<file path="src/rtl/fetch_decode_if.sv">
// Bus between the CHIP-8 fetch/decode front end, program memory and execute.
//
// Handshake: a decoded instruction is offered while out_valid=1 and is taken
// on the first rising edge where out_valid=1 and stalled=0; while stalled=1
// every decoded output stays frozen. branching is a one-cycle redirect pulse
// that overrides the handshake. mem_rdata answers mem_addr/mem_rd one cycle later.
interface fetch_decode_if;
    logic [11:0] mem_addr;
    logic        mem_rd;
    logic [7:0]  mem_rdata;
    logic        stalled;
    logic        branching;
    logic [11:0] branch_target;
    logic [15:0] instruction;
    logic [7:0]  opcode;
    logic [7:0]  r1;
    logic [7:0]  r2;
    logic [11:0] immediate;
    logic [11:0] pc_out;
    logic        out_valid;
    logic        decode_trap;

    modport master (
        input  mem_rdata, stalled, branching, branch_target,
        output mem_addr, mem_rd, instruction, opcode, r1, r2, immediate,
               pc_out, out_valid, decode_trap
    );

    modport slave (
        output mem_rdata, stalled, branching, branch_target,
        input  mem_addr, mem_rd, instruction, opcode, r1, r2, immediate,
               pc_out, out_valid, decode_trap
    );
endinterface

</file>
<file path="src/rtl/fetch_decode.sv">
// CHIP-8 front end: fetches big-endian 16-bit words, decodes them into the
// execute opcode enumeration and holds the result until execute accepts it.
module fetch_decode #(
    parameter logic [11:0] PC_RESET = 12'h200
) (
    input  logic              clk,
    input  logic              rst,
    fetch_decode_if.master    bus,
    output logic [1:0]        dbg_state_o
);
    typedef enum logic [1:0] {S_HI, S_LO, S_CAP, S_VALID} state_t;

    state_t      state_q, state_d;
    logic [11:0] pc_q, pc_d;
    logic [7:0]  hi_q, hi_d;
    logic [15:0] instr_q, instr_d;
    logic [7:0]  opcode_q, opcode_d;
    logic [7:0]  r1_q, r1_d;
    logic [7:0]  r2_q, r2_d;
    logic [11:0] imm_q, imm_d;
    logic [11:0] pc_out_q, pc_out_d;
    logic        valid_q, valid_d;
    logic        trap_q, trap_d;

    logic [15:0] word;
    logic [7:0]  dec_op;
    logic [11:0] dec_imm;

    // Decode the word being completed this cycle (hi byte latched, lo byte on the bus).
    always_comb begin
        word   = {hi_q, bus.mem_rdata};
        dec_op = 8'hFF;
        case (word[15:12])
            4'h0: begin
                if (word == 16'h00E0)      dec_op = 8'd1;
                else if (word == 16'h00EE) dec_op = 8'd2;
                else                       dec_op = 8'd0;
            end
            4'h1: dec_op = 8'd3;
            4'h2: dec_op = 8'd5;
            4'h3: dec_op = 8'd6;
            4'h4: dec_op = 8'd8;
            4'h5: if (word[3:0] == 4'h0) dec_op = 8'd7;
            4'h6: dec_op = 8'd10;
            4'h7: dec_op = 8'd21;
            4'h8: begin
                case (word[3:0])
                    4'h0: dec_op = 8'd11;
                    4'h1: dec_op = 8'd26;
                    4'h2: dec_op = 8'd27;
                    4'h3: dec_op = 8'd28;
                    4'h4: dec_op = 8'd22;
                    4'h5: dec_op = 8'd24;
                    4'h6: dec_op = 8'd29;
                    4'h7: dec_op = 8'd25;
                    4'hE: dec_op = 8'd30;
                    default: ;
                endcase
            end
            4'h9: if (word[3:0] == 4'h0) dec_op = 8'd9;
            4'hA: dec_op = 8'd12;
            4'hB: dec_op = 8'd4;
            4'hC: dec_op = 8'd31;
            4'hD: dec_op = 8'd32;
            4'hE: begin
                case (word[7:0])
                    8'h9E: dec_op = 8'd33;
                    8'hA1: dec_op = 8'd34;
                    default: ;
                endcase
            end
            4'hF: begin
                case (word[7:0])
                    8'h07: dec_op = 8'd13;
                    8'h0A: dec_op = 8'd14;
                    8'h15: dec_op = 8'd15;
                    8'h18: dec_op = 8'd16;
                    8'h1E: dec_op = 8'd22;
                    8'h29: dec_op = 8'd17;
                    8'h33: dec_op = 8'd18;
                    8'h55: dec_op = 8'd19;
                    8'h65: dec_op = 8'd20;
                    default: ;
                endcase
            end
            default: ;
        endcase

        case (dec_op)
            8'd0, 8'd3, 8'd4, 8'd5, 8'd12:      dec_imm = word[11:0];
            8'd6, 8'd8, 8'd10, 8'd21, 8'd31:    dec_imm = {4'h0, word[7:0]};
            8'd32:                              dec_imm = {8'h00, word[3:0]};
            default:                            dec_imm = 12'h000;
        endcase
    end

    // Next-state logic: branch overrides everything, otherwise walk the fetch sequence.
    always_comb begin
        state_d  = state_q;
        pc_d     = pc_q;
        hi_d     = hi_q;
        instr_d  = instr_q;
        opcode_d = opcode_q;
        r1_d     = r1_q;
        r2_d     = r2_q;
        imm_d    = imm_q;
        pc_out_d = pc_out_q;
        valid_d  = valid_q;
        trap_d   = trap_q;

        if (bus.branching) begin
            pc_d    = bus.branch_target;
            valid_d = 1'b0;
            state_d = S_HI;
        end else begin
            case (state_q)
                S_HI:  state_d = S_LO;
                S_LO: begin
                    hi_d    = bus.mem_rdata;
                    state_d = S_CAP;
                end
                S_CAP: begin
                    instr_d  = word;
                    opcode_d = dec_op;
                    r1_d     = {4'h0, word[11:8]};
                    r2_d     = {4'h0, word[7:4]};
                    imm_d    = dec_imm;
                    trap_d   = (dec_op == 8'hFF);
                    pc_out_d = pc_q;
                    pc_d     = pc_q + 12'd2;
                    valid_d  = 1'b1;
                    state_d  = S_VALID;
                end
                S_VALID: begin
                    if (!bus.stalled) begin
                        valid_d = 1'b0;
                        state_d = S_HI;
                    end
                end
                default: state_d = S_HI;
            endcase
        end
    end

    // State and held-output registers with synchronous active-low reset.
    always_ff @(posedge clk) begin
        if (!rst) begin
            state_q  <= S_HI;
            pc_q     <= PC_RESET;
            hi_q     <= 8'h00;
            instr_q  <= 16'h0000;
            opcode_q <= 8'h00;
            r1_q     <= 8'h00;
            r2_q     <= 8'h00;
            imm_q    <= 12'h000;
            pc_out_q <= 12'h000;
            valid_q  <= 1'b0;
            trap_q   <= 1'b0;
        end else begin
            state_q  <= state_d;
            pc_q     <= pc_d;
            hi_q     <= hi_d;
            instr_q  <= instr_d;
            opcode_q <= opcode_d;
            r1_q     <= r1_d;
            r2_q     <= r2_d;
            imm_q    <= imm_d;
            pc_out_q <= pc_out_d;
            valid_q  <= valid_d;
            trap_q   <= trap_d;
        end
    end

    // Memory request and held outputs; the lo-byte address wraps within 4 KiB.
    always_comb begin
        bus.mem_rd      = rst && ((state_q == S_HI) || (state_q == S_LO));
        bus.mem_addr    = (state_q == S_LO) ? (pc_q + 12'd1) : pc_q;
        bus.instruction = instr_q;
        bus.opcode      = opcode_q;
        bus.r1          = r1_q;
        bus.r2          = r2_q;
        bus.immediate   = imm_q;
        bus.pc_out      = pc_out_q;
        bus.out_valid   = valid_q;
        bus.decode_trap = trap_q;
        dbg_state_o     = state_q;
    end
endmodule

</file>
<file path="src/flat_wrapper.sv">
// flat-port wrapper written by rule: the top's interface ports become plain ports
module fetch_decode_flat 
#(
    parameter logic [11:0] PC_RESET = 12'h200
)
  (clk, rst, dbg_state_o, bus_mem_rdata, bus_stalled, bus_branching, bus_branch_target, bus_mem_addr, bus_mem_rd, bus_instruction, bus_opcode, bus_r1, bus_r2, bus_immediate, bus_pc_out, bus_out_valid, bus_decode_trap);
  fetch_decode_if bus_i ();
  input  logic clk;
  input  logic rst;
  output logic [1:0] dbg_state_o;
  input wire logic [$bits(bus_i.mem_rdata)-1:0] bus_mem_rdata;
  input wire logic [$bits(bus_i.stalled)-1:0] bus_stalled;
  input wire logic [$bits(bus_i.branching)-1:0] bus_branching;
  input wire logic [$bits(bus_i.branch_target)-1:0] bus_branch_target;
  output wire logic [$bits(bus_i.mem_addr)-1:0] bus_mem_addr;
  output wire logic [$bits(bus_i.mem_rd)-1:0] bus_mem_rd;
  output wire logic [$bits(bus_i.instruction)-1:0] bus_instruction;
  output wire logic [$bits(bus_i.opcode)-1:0] bus_opcode;
  output wire logic [$bits(bus_i.r1)-1:0] bus_r1;
  output wire logic [$bits(bus_i.r2)-1:0] bus_r2;
  output wire logic [$bits(bus_i.immediate)-1:0] bus_immediate;
  output wire logic [$bits(bus_i.pc_out)-1:0] bus_pc_out;
  output wire logic [$bits(bus_i.out_valid)-1:0] bus_out_valid;
  output wire logic [$bits(bus_i.decode_trap)-1:0] bus_decode_trap;
  assign bus_i.mem_rdata = bus_mem_rdata;
  assign bus_i.stalled = bus_stalled;
  assign bus_i.branching = bus_branching;
  assign bus_i.branch_target = bus_branch_target;
  assign bus_mem_addr = bus_i.mem_addr;
  assign bus_mem_rd = bus_i.mem_rd;
  assign bus_instruction = bus_i.instruction;
  assign bus_opcode = bus_i.opcode;
  assign bus_r1 = bus_i.r1;
  assign bus_r2 = bus_i.r2;
  assign bus_immediate = bus_i.immediate;
  assign bus_pc_out = bus_i.pc_out;
  assign bus_out_valid = bus_i.out_valid;
  assign bus_decode_trap = bus_i.decode_trap;
  fetch_decode #(.PC_RESET(PC_RESET)) u_core (.clk(clk), .rst(rst), .bus(bus_i), .dbg_state_o(dbg_state_o));
endmodule
</file>
<file path="config.mk">
export PLATFORM = sky130hd
export DESIGN_NAME = fetch_decode_flat
export DESIGN_NICKNAME = d
export VERILOG_FILES = /design/src/rtl/fetch_decode_if.sv /design/src/rtl/fetch_decode.sv /design/src/flat_wrapper.sv
export SDC_FILE = /design/constraint.sdc
export NUM_CORES = 1
export LEC_CHECK = 0
export BUFFER_PORTS_ARGS = -buffer_cell sky130_fd_sc_hd__buf_2
export CORE_UTILIZATION = 35
export DETAILED_ROUTE_END_ITERATION = 10
export PLACE_DENSITY = 0.64
export SLEW_MARGIN = 20
export SYNTH_ARGS = -nofsm -noshare
export SYNTH_HDL_FRONTEND = slang
export SYNTH_SLANG_ARGS = --single-unit
</file>
<file path="constraint.sdc">
create_clock -name clk -period 2.6 [get_ports clk]
set_input_delay 0.26 -clock clk [delete_from_list [all_inputs] [get_ports clk]]
set_output_delay 0.26 -clock clk [all_outputs]
set_load 0.02 [all_outputs]
</file>
==> metrics.cfg, run 1 <==
[status]
outcome = complete, but fails checks
violations = design-rule violations

[die]
start_util = 0.365
die_x_um = 112
coreArea_um2 = 11600
die_h_um = 112
die_area_um2 = 12600
ios = 105
rows = 39

[route]
drcViolationCount = 10
routed_wirelength_um = 12400
wl_per_cell_um = 15.6
ant_nets = 0
drtIter0Drc = 218
avgViaCountPerCell = 5.09
dr.pass1.iters = 7
vias = 4047

[sta]
maxSlewHeadroom = 0.585
hold_violations = 0
setup_viol_count_final = 0
tightest_slew_ps = 623
clock_skew_ps = 11.5
fmax_mhz = 399
timing.final.crit_share = 0.964
min_period_ps = 2510
setup_slack_ps = 94.7
slew_viol_final = 0

[power_and_ir_drop]
clockPowerShare = 0.436
power_switching_uw = 759
p_per_area_nw_per_um2 = 500
intPower_mw = 2.00
comb_power_share = 0.149
p_leak_nw = 2.44
netSwitchingFraction = 0.275
pwr-share-seq = 0.415
ir_drop_mv = 0.222

[job]
maxCapViolCount = 0

[clock_tree]
cts_tree = done
numCtsBuffers = 9
clock-sinks = 71
clkLatencyLatePin_ps = 340
clkSlewWorstSetupHoldPaths_ps = 60
cts_hold_buf = 0
clk_path_buf_depth = 2
ctsRootBufferMaster = clkbuf_16
htree_levels = 3

[critical_path]
reg2reg_slack_ps = 90
cp_num_buf_inv = 3
cp_cell_sequence = buf_4 -> and4b_1 -> o21ai_4 -> o221ai_2 -> o21bai_4 -> nor3b_1 -> nor3_2 -> buf_4 -> o31ai_4 -> buf_4 -> a41o_1
crit_start = u_core.hi_q[4]
worst-path-stages = 11
r2r-start = u_core.hi_q[4]
cp-start-kind = register
crit_type = register to register
r2r_end = u_core.bus.immediate[5]
worstSetupEndpoint = u_core.bus.immediate[5]
cp.required_ps = 2880
critPathCaptureType = register
cpPeakStageDelay_ps = 360
cpMostUsedCell = buf_4
r2r_cells = 11
critPathMaxFanout = 8
crit_family = compound AO/OA/AOI/OAI gates
cp_slowest_cell = dfxtp_1
worstPathArrival_ps = 2780

[synth]
yosysUniqueCellTypes = 72
synth_common_cells = 87 x nand2_1, 71 x dfxtp_1, 30 x clkbuf_1
yosysWarningCount = 0
async_flop_share = 0
synth.area.top_cells = dfxtp_1 34%, nand2_1 7.7%, a21boi_0 5.0%
yosysSeqAreaShare = 0.335
synth.most_common_cell = nand2_1
syn_area_um2 = 4240
synth_area_leader_cell = dfxtp_1
avgSynthCellArea_um2 = 8.11
synth_top_cell_area_share = 0.335
ys_ff_latch = 71
synth_cells = 523
synth-main-ff-cell = dfxtp_1
synth-edff-count = 0

[finish]
n_antenna_cell = 0
syn_to_final_growth_pct = 29.9
instances_no_fill = 795
finalNetCount = 678
drive_above_1_share = 0.331

[placement]
gp_congestion = 0.867
dp_cells = 778
io_buffer_count = 96
dp_hpwl_um = 9610
place_ws_ps = -94.2

[global_routing]
grt_pass1_vias = 3890
antenna_found_initial = 0
grt_overflow = 0
grt_pass1_wl_um = 20400
grt_max_degree = 37
grt_usage = 0.206

[min_path]
hold_path_class = primary input to register

## cells by family (layout without fill, tap and decap cells)
kind of cell	after synthesis	in the layout	share of synthesized area
compound gates	107	107	0.189
buf+inv	68	190	0.0806
simple gates	231	231	0.290
xor+xnor	23	23	0.0475
mux	12	12	0.0286
fa+ha+maj	10	10	0.0283
flops	71	71	0.335
other cells	1	8	0.000885
## stage by stage
step	hold slack (ps)	total power [mW]	cell area (µm²)	utilization	setup TNS (ps)
after floorplan	388	1.42	4270	-	0
after global placement	451	1.56	5160	0.445	-333
after detailed placement	456	1.57	5160	0.445	-941
after CTS	139	2.77	5460	0.470	0
after global routing	165	2.87	5510	0.474	-32.0
final	148	2.76	5510	0.474	0
## repair_timing
action	CTS	global route
endpoints found under the setup margin	1	13
buffers inserted	0	1
pin swaps	0	4
resized for setup	1	12
## cell type report
cell class / count / area (µm²)
Multi-Input combinational cell: 391 / 2550
Tap cell: 143 / 179
Sequential cell: 71 / 1430
Clock inverter: 5 / 38.8
Inverter: 5 / 18.8
Fill cell: 1162 / 6110
Clock buffer: 11 / 253
Timing Repair Buffer: 169 / 1040
## registers in the layout, summed over array words and instances, names as in the netlist
register / flops
u_core.dbg_state_o: 2
u_core.pc_q: 12
u_core.hi_q: 8
u_core.bus.opcode: 7
u_core.bus.out_valid: 1
u_core.bus.decode_trap: 1
u_core.bus.pc_out: 12
u_core.bus.immediate: 12
u_core.bus.instruction: 16
## layout by cell type (no fill, tap or decap), types with 3 or more instances in the layout
| cell | instances |
|---|---|
| a21boi_0 | 28 |
| a21oi_1 | 13 |
| a32o_1 | 4 |
| a41o_1 | 8 |
| and2_1 | 12 |
| and3_1 | 5 |
| buf_2 | 95 |
| buf_4 | 73 |
| clkbuf_16 | 9 |
| conb_1 | 8 |
| dfxtp_1 | 68 |
| ha_1 | 6 |
| inv_1 | 5 |
| mux2i_1 | 11 |
| nand2_1 | 87 |
| nand2b_1 | 11 |
| nand3_1 | 26 |
| nand4_1 | 8 |
| nor2_1 | 27 |
| nor2b_1 | 12 |
| nor3b_1 | 6 |
| nor4b_1 | 4 |
| o21a_1 | 3 |
| o21ai_0 | 27 |
| xnor2_1 | 12 |
| xor2_1 | 11 |
## worst min-delay path: cells and delay by family
family,cells,cell delay [ps]
buffers and inverters,1,80
muxes,1,60
and+or+nand+nor,1,50
## layer usage
| metal | up-vias | share of wire | routed length (µm) | global-route usage |
|---|---|---|---|---|
| li1 | 2035 | - | - | - |
| met1 | 1910 | 0.48 | 5980 | 0.282 |
| met2 | 90 | 0.46 | 5760 | 0.325 |
| met3 | 12 | 0.042 | 520 | 0.0443 |
| met4 | 0 | 0.014 | 178 | 0.0587 |
| met5 | - | 0 | 0 | 0 |
## worst min-delay path by stage
| stage | cells after the start | to | startpoint |
|---|---|---|---|
| after global routing | 3 | u_core.pc_q[9] | bus_branch_target[9] |
| after global placement | 2 | u_core.bus.pc_out[6] | u_core.bus.pc_out[6] |
| after CTS | 3 | u_core.pc_q[9] | bus_branch_target[9] |
| after detailed placement | 2 | u_core.bus.pc_out[9] | u_core.bus.pc_out[9] |
| final | 3 | u_core.pc_q[9] | bus_branch_target[9] |
| after floorplan | 2 | u_core.pc_q[9] | bus_branch_target[9] |
## power groups by stage
stage | sequential (mW) | combinational, mW | clock [mW]
2_1_floorplan | 1.17 | 0.253 | 0
3_3_place_gp | 1.17 | 0.394 | 0
3_5_place_dp | 1.17 | 0.401 | 0
4_1_cts | 1.14 | 0.402 | 1.23
5_1_grt | 1.15 | 0.449 | 1.27
6_report | 1.14 | 0.412 | 1.20
Note: power is estimated with default switching activity, not from simulation.
==> run 2: changes to the inputs <==
--- a/config.mk
+++ b/config.mk
@@ -8,6 +8,7 @@
 export BUFFER_PORTS_ARGS = -buffer_cell sky130_fd_sc_hd__buf_2
 export CORE_UTILIZATION = 35
 export DETAILED_ROUTE_END_ITERATION = 10
+export GPL_TIMING_DRIVEN = 0
 export PLACE_DENSITY = 0.64
 export SLEW_MARGIN = 20
 export SYNTH_ARGS = -nofsm -noshare
==> run 2 against run 1 <==
Against the previous run:
- first-iteration DRC count increased by 25%
- global-route usage decreased by 0.37 points
- largest cell class unchanged
- clock skew decreased by 1.8 ps
- the run still ends with design-rule violations left
- cell count decreased by 1.9%
- clock-buffer cell count decreased by 1
==> metrics.cfg, run 2 (synthesis gave the netlist of run 1 again) <==
[status]
outcome = complete, but fails checks
violations = design-rule violations

[finish]
drive_above_1_share = 0.265  ; -0.0660
num-fill-cells = 1131  ; -2.7%
finalNetCount = 663  ; -2.2%
n_antenna_cell = 0  ; unchanged
final_common_cell = buf_2
largest_reg_flops = 16  ; unchanged
final_cell_mix = 98 x buf_2, 87 x nand2_1, 67 x dfxtp_1
syn_to_final_growth_pct = 26.0

[sta]
hold_violations = 0  ; unchanged
clock_skew_ps = 9.76  ; -1.76 ps
timing.final.crit_share = 0.954  ; -0.00977
setup_viol_count_final = 0  ; unchanged
maxSlewHeadroom = 0.519  ; -0.0659
fmax_mhz = 403  ; +1.0%
setup_slack_ps = 120  ; +25.4 ps
tightest_slew_ps = 722  ; +98.9 ps
min_period_ps = 2480  ; -25.4 ps
timing.hold.ws_ps = 147  ; -0.231 ps
slew_viol_final = 0  ; unchanged
rsz0062_at_grt = false

[global_routing]
grt_overflow = 0  ; unchanged
top_usage_layer = met2
grt_max_degree = 14  ; -62%
grt_usage = 0.202  ; -0.00369
grtUsageMet3 = 0.0329  ; -0.0113
antenna_found_initial = 0  ; unchanged
grt_util_met1 = 0.267  ; -0.0151
grt_pass1_vias = 3895  ; +0.13%
grt_util_met2 = 0.330  ; +0.00497
grt_pass1_wl_um = 19900  ; -2.4%

[route]
ant_nets = 0  ; unchanged
drtIter0Drc = 272  ; +25%
wl_per_cell_um = 16.1  ; +3.0%
avgViaCountPerCell = 5.27  ; +3.4%
routed_wirelength_um = 12600  ; +1.1%
dr.pass1.iters = 7  ; unchanged
drcViolationCount = 10  ; unchanged
vias = 4107  ; +1.5%

[clock_tree]
cts_hold_buf = 0  ; unchanged
numCtsBuffers = 9  ; unchanged
htree_levels = 3  ; unchanged
clkLatencyLatePin_ps = 340  ; about the same
clk_path_buf_depth = 2  ; unchanged
cts_tree = done
clkSlewWorstSetupHoldPaths_ps = 60  ; about the same
ctsRootBufferMaster = clkbuf_16
clock-sinks = 71  ; unchanged

[die]
die_h_um = 112  ; unchanged
ios = 105  ; unchanged
coreArea_um2 = 11600  ; unchanged
die_x_um = 112  ; unchanged
start_util = 0.365  ; unchanged
die_area_um2 = 12600  ; unchanged
rows = 39  ; unchanged

[power_and_ir_drop]
p_leak_nw = 2.29  ; -5.8%
p_per_area_nw_per_um2 = 560  ; +12%
ir_drop_mv = 0.301  ; +36%

[critical_path]
worstPathArrival_ps = 2220  ; -560 ps
cp-start-kind = register
critPathCaptureType = output port
critPathMaxFanout = 6  ; -2
reg2reg_slack_ps = 160  ; +70 ps
crit_type = register to output port
cp.required_ps = 2340  ; -540 ps

[placement]
io_buffer_count = 92  ; -4.2%
dp_hpwl_um = 9340  ; -2.8%
place_ws_ps = -315  ; -221 ps
gp_congestion = 0.924  ; +6.6%

[job]
maxCapViolCount = 0  ; unchanged

[min_path]
hold_path_class = primary input to register

-- run 2: changes by cell type in the layout (fill, tap and decap cells not counted), sizes merged --
| cell | previous run | this run |
|---|---|---|
| inv | 7 | 6 |
| buf | 169 | 126 |
| bufinv | 0 | 3 |
| clkinvlp | 1 | 0 |
| clkbuf | 11 | 38 |
-- run 2: area by class of cell --
type | count | area, µm² | area share
buffer | 61 | 330 | 0.0618
clock buffer | 10 | 229 | 0.0429
clock inverter | 6 | 116 | 0.0218
inverter | 5 | 18.8 | 0.00351
multi-input combinational | 391 | 2560 | 0.479
sequential | 71 | 1430 | 0.267
tap | 143 | 179 | 0.0335
timing repair buffer | 93 | 483 | 0.0904
-- run 2: repair_timing --
| item | 4_1_cts | 5_1_grt |
|---|---|---|
| pin swaps | 1 | 0 |
| gates resized for setup | 10 | 18 |
| setup endpoints to repair | 14 | 15 |
| buffers inserted | 1 | 0 |
-- run 2: power breakdown --
group	internal [mW]	switching (mW)	leakage, nW	total [mW]
Sequential	1.11	0.0294	0.577	1.14
Combinational	0.161	0.234	1.55	0.395
Clock	0.945	0.508	0.167	1.45
-- run 2: layer usage --
layer | vias to the layer above | routed length, µm
li1 | 2014 | -
met1 | 1953 | 5740
met2 | 127 | 5900
met3 | 13 | 725
met4 | 0 | 214
met5 | - | 0
-- run 2: per-stage QoR --
stage	total power, mW	TNS, ps	cells	utilization	instance area, µm²
2_1_floorplan	1.42	0	530	-	4270
3_3_place_gp	1.53	-3070	765	0.422	4900
3_5_place_dp	1.53	-3200	765	0.422	4900
4_1_cts	2.99	0	780	0.456	5290
5_1_grt	3.09	0	780	0.460	5340
6_report	2.99	0	780	0.460	5340
-- run 2: critical path, cell delays in order (launching register included) --
cell     delay, ps
dfxtp_2        390
ha_1           210
and3_1         210
and3_1         210
and3_1         210
and3_1         200
nand3_1        100
xnor2_1        160
buf_2          180
-- run 2: final timing paths --
path	startpoint	to	depth (start not counted)
worst max-delay path	u_core.pc_q[1]	bus_mem_addr[11]	8
worst max register to register	u_core.hi_q[7]	u_core.bus.immediate[2]	10
worst min-delay path	bus_branch_target[9]	u_core.pc_q[9]	3
worst min register to register	u_core.bus.pc_out[7]	u_core.bus.pc_out[7]	2
==> run 3: changes to the inputs <==
==> constraint.sdc (replaced) <==
create_clock -name clk -period 3.1 [get_ports clk]
set_input_delay 0.31 -clock clk [delete_from_list [all_inputs] [get_ports clk]]
set_output_delay 0.31 -clock clk [all_outputs]
set_load 0.02 [all_outputs]
==> run 3 against run 2 <==
Against the previous run:
- the run still ends with design-rule violations left
- critical path type is now primary input to register
- critical endpoint is now u_core.bus.immediate[2]
- clock skew is 1.7 ps lower
- cell count grew 0.13%
- sequential power is 16% lower
==> metrics.cfg, run 3 (synthesis gave the netlist of run 1 again) <==
[power_and_ir_drop]
clockPowerShare = 0.490  ; +0.004
intPower_mw = 1.85  ; -17%
comb_power_share = 0.126  ; -0.006
netSwitchingFraction = 0.259  ; +0.000673
p_total_mw = 2.49  ; -17%
p_leak_nw = 2.25  ; -2.0%
ir_drop_mv = 0.252  ; -17%
pwr-share-seq = 0.384  ; +0.002
p_per_area_nw_per_um2 = 474  ; -15%
power_switching_uw = 645  ; -16%

[sta]
rsz0062_at_grt = false
fmax_mhz = 359
clock_skew_ps = 8.08  ; -1.69 ps
setup_viol_count_final = 0  ; unchanged
tns_ps = 0  ; unchanged
min_period_ps = 2790
maxSlewHeadroom = 0.541  ; +0.0222
timing.final.crit_share = 0.899
tightest_slew_ps = 682  ; -39.7 ps
slew_viol_final = 0  ; unchanged
hold_violations = 0  ; unchanged

[clock_tree]
cts_setup_buffers = 0  ; -1
ctsRootBufferMaster = clkbuf_16
numCtsBuffers = 9  ; unchanged
cts_tree = done
htree_levels = 3  ; unchanged
clkSlewWorstSetupHoldPaths_ps = 60  ; about the same
clock-sinks = 71  ; unchanged
clkLatencyLatePin_ps = 340  ; about the same
clk_path_buf_depth = 2  ; unchanged

[global_routing]
grt_usage = 0.203  ; +0.000813
grt_util_met2 = 0.330  ; -0.000414
antenna_found_initial = 0  ; unchanged
top_usage_layer = met2
grt_max_degree = 14  ; unchanged
grt_overflow = 0  ; unchanged
grt_pass1_wl_um = 19900  ; +0.21%
grt_util_met1 = 0.268  ; +0.000337
grt_pass1_vias = 3897  ; +0.051%
grtUsageMet3 = 0.0346  ; +0.00162

[die]
die_area_um2 = 12600  ; unchanged
rows = 39  ; unchanged
ios = 105  ; unchanged
die_x_um = 112  ; unchanged
start_util = 0.365  ; unchanged
die_h_um = 112  ; unchanged
coreArea_um2 = 11600  ; unchanged

[route]
dr.pass1.iters = 7  ; unchanged
vias = 4114  ; +0.17%
drcViolationCount = 10  ; unchanged
routed_wirelength_um = 12600  ; +0.33%
avgViaCountPerCell = 5.27  ; about the same
wl_per_cell_um = 16.1  ; +0.20%
ant_nets = 0  ; unchanged
drtIter0Drc = 297  ; +9.2%

[critical_path]
worstPathArrival_ps = 3060  ; +840 ps
critPathMaxFanout = 10  ; +4
cp-start-kind = primary input
crit_type = primary input to register
critPathCaptureType = register
cp.required_ps = 3380  ; +1040 ps

[placement]
gp_congestion = 0.924  ; unchanged
io_buffer_count = 92  ; unchanged
dp_hpwl_um = 9340  ; unchanged

[job]
maxCapViolCount = 0  ; unchanged

[finish]
finalNetCount = 664  ; +0.15%
drive_above_1_share = 0.241  ; -0.0239
final_common_cell = buf_2
syn_to_final_growth_pct = 23.9
final_cell_mix = 98 x buf_2, 87 x nand2_1, 71 x dfxtp_1
largest_reg_flops = 16  ; unchanged
n_antenna_cell = 0  ; unchanged

[status]
violations = design-rule violations
outcome = complete, but fails checks

[min_path]
hold_path_class = primary input to register

[run 3: worst paths after layout]
kind / slack (ps) / start / depth (start not counted) / endpoint
min reg2reg: 460 / u_core.bus.pc_out[7] / 2 / u_core.bus.pc_out[7]
max: 310 / bus_mem_rdata[3] / 10 / u_core.bus.immediate[2]
min: 200 / bus_branch_target[9] / 3 / u_core.pc_q[9]
max reg2reg: 320 / u_core.hi_q[5] / 10 / u_core.bus.immediate[2]
[run 3: cell type report]
cell class	instances	area [µm²]
sequential	71	1420
timing repair buffer	92	460
fill	1148	6360
clock inverter	6	116
buffer	63	324
clock buffer	10	229
multi-input combinational	391	2500
tap	143	179
inverter	5	18.8
[run 3: per-layer routing]
metal	routed length, µm	vias up
met3	604	16
met1	5930	1964
met2	5860	126
met5	0	-
li1	-	2008
met4	217	0
[run 3: stage by stage]
step / util / instance area (µm²) / std cells / hold slack [ps] / setup slack [ps]
floorplan: - / 4270 / 530 / 438 / 704
global placement: 0.422 / 4900 / 765 / 449 / 170
detailed placement: 0.422 / 4900 / 765 / 455 / 135
CTS: 0.452 / 5250 / 781 / 199 / 344
global route: 0.452 / 5250 / 781 / 238 / 67.7
finish: 0.452 / 5250 / 781 / 200 / 312
[run 3: critical path, stage by stage]
cell and delay (ps):
buf_6 110, clkbuf_1 300, nor4_1 610, o21ai_0 250, a2bb2oi_2 200, and4bb_2 310
o21ai_1 120, o21a_1 150, o31ai_4 450, a41o_1 240
[run 3: timing repair]
item,CTS,global route
resized for setup,0,2
hold buffers,0,0
endpoints found under the setup margin,0,5
[run 3: power by group through the flow]
stage / Clock, mW / Sequential [mW] / Combinational, mW
final: 1.22 / 0.956 / 0.315
after global routing: 1.28 / 0.958 / 0.341
after CTS: 1.23 / 0.955 / 0.312
after detailed placement: 0 / 0.976 / 0.310
after global placement: 0 / 0.975 / 0.307
after floorplan: 0 / 0.980 / 0.212
